File: config.mk
export PLATFORM = sky130hd
export DESIGN_NAME = adder_seq
export DESIGN_NICKNAME = d
export VERILOG_FILES = /design/src/rtl/adder_seq.sv
export SDC_FILE = /design/constraint.sdc
export NUM_CORES = 1
export LEC_CHECK = 0
export ABC_AREA = 1
export CORE_MARGIN = 4
export CORE_UTILIZATION = 39
export CTS_CLUSTER_DIAMETER = 50
export CTS_CLUSTER_SIZE = 24
export DETAILED_ROUTE_END_ITERATION = 10
export PLACE_DENSITY = 0.61
export SYNTH_ARGS = -nofsm -noshare
export SYNTH_HDL_FRONTEND = slang
export SYNTH_SLANG_ARGS = --single-unit
File: constraint.sdc
create_clock -name clk -period 6.5 [get_ports clk]
set_clock_uncertainty 0.1 [all_clocks]
set_input_delay 1.3 -clock clk [delete_from_list [all_inputs] [get_ports clk]]
set_output_delay 1.3 -clock clk [all_outputs]
set_load 0.05 [all_outputs]
File: src/rtl/adder_seq.sv
// Multi-cycle adder: walks a SLICE-bit ripple adder across WIDTH-bit operands, LSB slice first.
// Define ADDSEQ_SUB_EN to honour the sub input (two's-complement a - b).
module adder_seq #(
    parameter int WIDTH = 12,
    parameter int SLICE = 3
) (
    input  logic             clk,
    input  logic             reset_n,
    input  logic             in_valid,
    output logic             in_ready,
    input  logic [WIDTH-1:0] a,
    input  logic [WIDTH-1:0] b,
    input  logic             sub,
    output logic             out_valid,
    input  logic             out_ready,
    output logic [WIDTH:0]   sum,
    output logic             busy
);

    localparam int NSLICE = WIDTH / SLICE;
    localparam int IDXW   = (NSLICE > 1) ? $clog2(NSLICE) : 1;

    typedef enum logic [1:0] {
        IDLE,
        RUN,
        DONE
    } state_t;

    state_t            state;
    state_t            state_next;
    logic [WIDTH-1:0]  a_r;
    logic [WIDTH-1:0]  b_r;
    logic [WIDTH-1:0]  b_eff;
    logic              carry;
    logic              carry_init;
    logic [IDXW-1:0]   idx;
    logic [SLICE:0]    slice_sum;
    logic              last_slice;
    logic              accept;

    assign in_ready   = (state == IDLE);
    assign out_valid  = (state == DONE);
    assign busy       = (state == RUN);
    assign accept     = in_valid && (state == IDLE);
    assign last_slice = (idx == IDXW'(NSLICE - 1));

`ifdef ADDSEQ_SUB_EN
    logic sub_r;

    // Subtraction is a + ~b + 1: invert B and seed the carry with 1.
    assign b_eff      = sub_r ? ~b_r : b_r;
    assign carry_init = sub;

    always_ff @(posedge clk or negedge reset_n) begin
        if (!reset_n) begin
            sub_r <= 1'b0;
        end else if (accept) begin
            sub_r <= sub;
        end
    end
`else
    logic unused_sub;

    assign b_eff      = b_r;
    assign carry_init = 1'b0;
    assign unused_sub = sub;
`endif

    always_comb begin
        slice_sum = {1'b0, a_r[idx*SLICE +: SLICE]}
                  + {1'b0, b_eff[idx*SLICE +: SLICE]}
                  + {{SLICE{1'b0}}, carry};
    end

    always_ff @(posedge clk or negedge reset_n) begin
        if (!reset_n) begin
            state <= IDLE;
        end else begin
            state <= state_next;
        end
    end

    always_comb begin
        state_next = state;
        case (state)
            IDLE:    if (in_valid) state_next = RUN;
            RUN:     if (last_slice) state_next = DONE;
            DONE:    if (out_ready) state_next = IDLE;
            default: state_next = IDLE;
        endcase
    end

    // Sum bits are only overwritten slice by slice, so the previous result stays visible until the next run.
    always_ff @(posedge clk or negedge reset_n) begin
        if (!reset_n) begin
            a_r   <= '0;
            b_r   <= '0;
            carry <= 1'b0;
            idx   <= '0;
            sum   <= '0;
        end else if (accept) begin
            a_r   <= a;
            b_r   <= b;
            carry <= carry_init;
            idx   <= '0;
        end else if (state == RUN) begin
            sum[idx*SLICE +: SLICE] <= slice_sum[SLICE-1:0];
            carry                   <= slice_sum[SLICE];
            if (last_slice) begin
                sum[WIDTH] <= slice_sum[SLICE];
                idx        <= '0;
            end else begin
                idx <= idx + 1'b1;
            end
        end
    end

endmodule

==> metrics.yaml <==
placed_design:
  placed_area_mm2: 0.00261
  place.detailed.hpwl_um: 3190
  portBuffers: 43
  dp.cells: 363
  gp_congestion: 0.710
worst_setup_path:
  max_stage_delay_ns: 0.92
  worst_ep_required_time_ns: 5.10
  cpMaxStageDelayCell: "clkdlybuf4s50_1"
  crit_arrival_ns: 2.16
  path_max_fanout: 26
  critPathLaunchType: "flip-flop"
  setup.worst_path.end_class: "primary output"
  rr_worst_depth: 9
  cp_cell_sequence: "nor2_4 -> clkdlybuf4s50_1"
  path_class: "reg -> out"
synthesis:
  yosys.area_share.xor_xnor_pct: 0.402
  synth_fa_ha_area_share_pct: 7.01
  synth_area_mm2: 0.00218
  ys_top_cells_by_area: "dfrtp_1, nand2_1, nand3_1, o21ai_0, ha_1"
  yosysWarnings: 0
  ys_seq_area_share_pct: 48.2
  synth_mux_area_share_pct: 0
  yosys.cell_types.count: 22
  syn_nets: 301
  synth_compound_area_share_pct: 7.52
  synth-simple-area-share_pct: 29.5
  synth_top_family_by_area: "simple AND/OR/NAND/NOR gates"
  syn_inst: 261
  yosysTopAreaCell: "dfrtp_1"
  netlist.area_leader.share_pct: 48.2
  avgSynthCellArea_um2: 8.35
  synth-seq-cells: 42
grt:
  grt_pass1_vias: 1684
  met2_usage_pct: 25.8
  grt_first_pass_wirelength_um: 7650
  antenna_found_initial: 0
  grt_usage_pct: 14.8
  busiest_layer: "met2"
  grt_max_degree: 43
  use_met3_pct: 4.01
  gr-total-overflow: 0
  gr-usage-met1_pct: 17.6
die:
  boundaryPins: 45
  start_util_pct: 41.3
  die_area_mm2: 0.00685
  dieHeight_um: 82.7
  rows: 26
  core_area_mm2: 0.00527
  die_x_um: 82.7
cts:
  clock_latency_ns: 0.29
  cts_tree: "done"
  h-tree-depth: 2
  cts_made_buffers: 5
  clk_path_buf_depth: 2
  hold_buffers: 0
  cts.sinks: 42
  post_cts_buffers: 0
  cts_resized: 0
  root_buffer: "clkbuf_8"
  clkTransAtPathRegs_ns: 0.08
final_layout:
  final_cell_mix: "nand2_1, dfrtp_1, clkdlybuf4s50_1"
  stdcell_area_mm2: 0.00273
  area_delta_synth_final_pct: 25.2
  layout_commonest_cell: "nand2_1"
  drive_above_1_share_pct: 6.33
  final_nets: 340
  num_antenna_cells: 0
  layoutNonFillerInstCount: 370
pwr:
  p_seq_share_pct: 32.0
  powerDensity_mw_per_mm2: 531
  switching_share_pct: 47.7
  p_switching_mw: 0.690
  clock_power_share_pct: 14.3
  power_frac_comb_pct: 53.7
  total_power_mw: 1.45
  intPower_mw: 0.757
  p_leak_nw: 1.32
  ir_drop_mv: 0.210
routing:
  drt_wl_total_um: 4410
  antenna_left: 0
  via_per_inst: 4.75
  route.detailed.drc: 0
  vias: 1759
  drtIter0Drc: 45
  wire_per_inst_um: 11.9
  dr.pass1.iters: 4
timing:
  tns_ns: 0
  rsz0062_at_grt: "false"
  post-route-min-period_ns: 3.56
  setup_viol: 0
  slew_headroom_pct: 37.4
  fin_crit_sh_pct: 54.8
  worstMarginPinSlew_ns: 0.936
  maxSlewViolCount: 0
  fmax_mhz: 281
  hold_violations: 0
  fin_hold_ws_ns: 0.370
hold_path:
  hp-class: "reg -> reg"
  hold_depth: 2
run:
  cap_violations: 0
outcome:
  status: "completed"
==> worst paths after layout <==
| check | from | endpoint | slack [ns] |
|---|---|---|---|
| max | state[0] | in_ready | 2.94 |
| min | b_eff[5] | b_eff[5] | 0.37 |
| max reg2reg | idx[0] | sum[4] | 3.25 |
| min reg2reg | b_eff[5] | b_eff[5] | 0.37 |
| max in group asynchronous | reset_n | sum[10] | 4.69 |
| min in group asynchronous | reset_n | sum[4] | 1.05 |
==> metal layers <==
layer  vias up  share of wire, %
met2        33                49
met1       810                45
met4         0               1.4
met3         7               4.9
li1        909                 -
met5         -                 0
==> cell type report <==
cell class	count	area (µm²)
repair buffers	43	425
clock buffers	6	82.6
fillers	544	2540
flip-flops and latches	42	1050
clock inverters	1	30.0
well taps	70	87.6
multi-input cells	187	968
inverters	21	81.3
==> power groups by stage <==
stage,combinational (mW),clock [mW],sequential (mW)
after global routing,0.894,0.225,0.483
final,0.778,0.207,0.463
after CTS,0.795,0.216,0.466
after detailed placement,0.792,0,0.471
after floorplan,0.522,0,0.535
after global placement,0.779,0,0.467
==> per-stage QoR <==
stage	worst slack, ns	util (%)
2_1_floorplan	3.95	-
3_3_place_gp	3.25	49.6
3_5_place_dp	3.18	49.6
4_1_cts	2.92	51.7
5_1_grt	2.81	51.7
6_report	2.94	51.7
==> registers in the layout, indices dropped and copies added, names as in the netlist <==
signal / cells
sum: 13
a_r: 12
b_eff: 12
idx: 2
state: 2
carry: 1
==> critical path, delay by kind of cell, from the launching register on <==
kind          cells  cell delay [ns]
simple gates      1             0.50
buf+inv           1             0.92
flops             1             0.45
==> Yosys cell counts <==
cell      instances
buf_2             5
buf_4             2
buf_6             3
clkbuf_1          1
dfrtp_1          42
fa_1              2
ha_1              9
inv_1            19
inv_2             1
inv_4             1
nand2_1          80
nand2_4           3
nand3_1          34
nand4_1           1
nor2_1           22
nor2_4            3
nor3_2            1
o21ai_0          23
o21ai_2           2
o22ai_1           5
or2_1             1
xor2_1            1
==> logic make-up (layout without fill, tap and decap cells) <==
kind of cell             Yosys count  after routing
AND/OR/NAND/NOR                  145            145
buffers and inverters             32             71
XOR/XNOR                           1              1
AO/OA/AOI/OAI                     30             30
flip-flops                        42             42
adder cells (fa/ha/maj)           11             11
(Power assumes the default switching activity.)
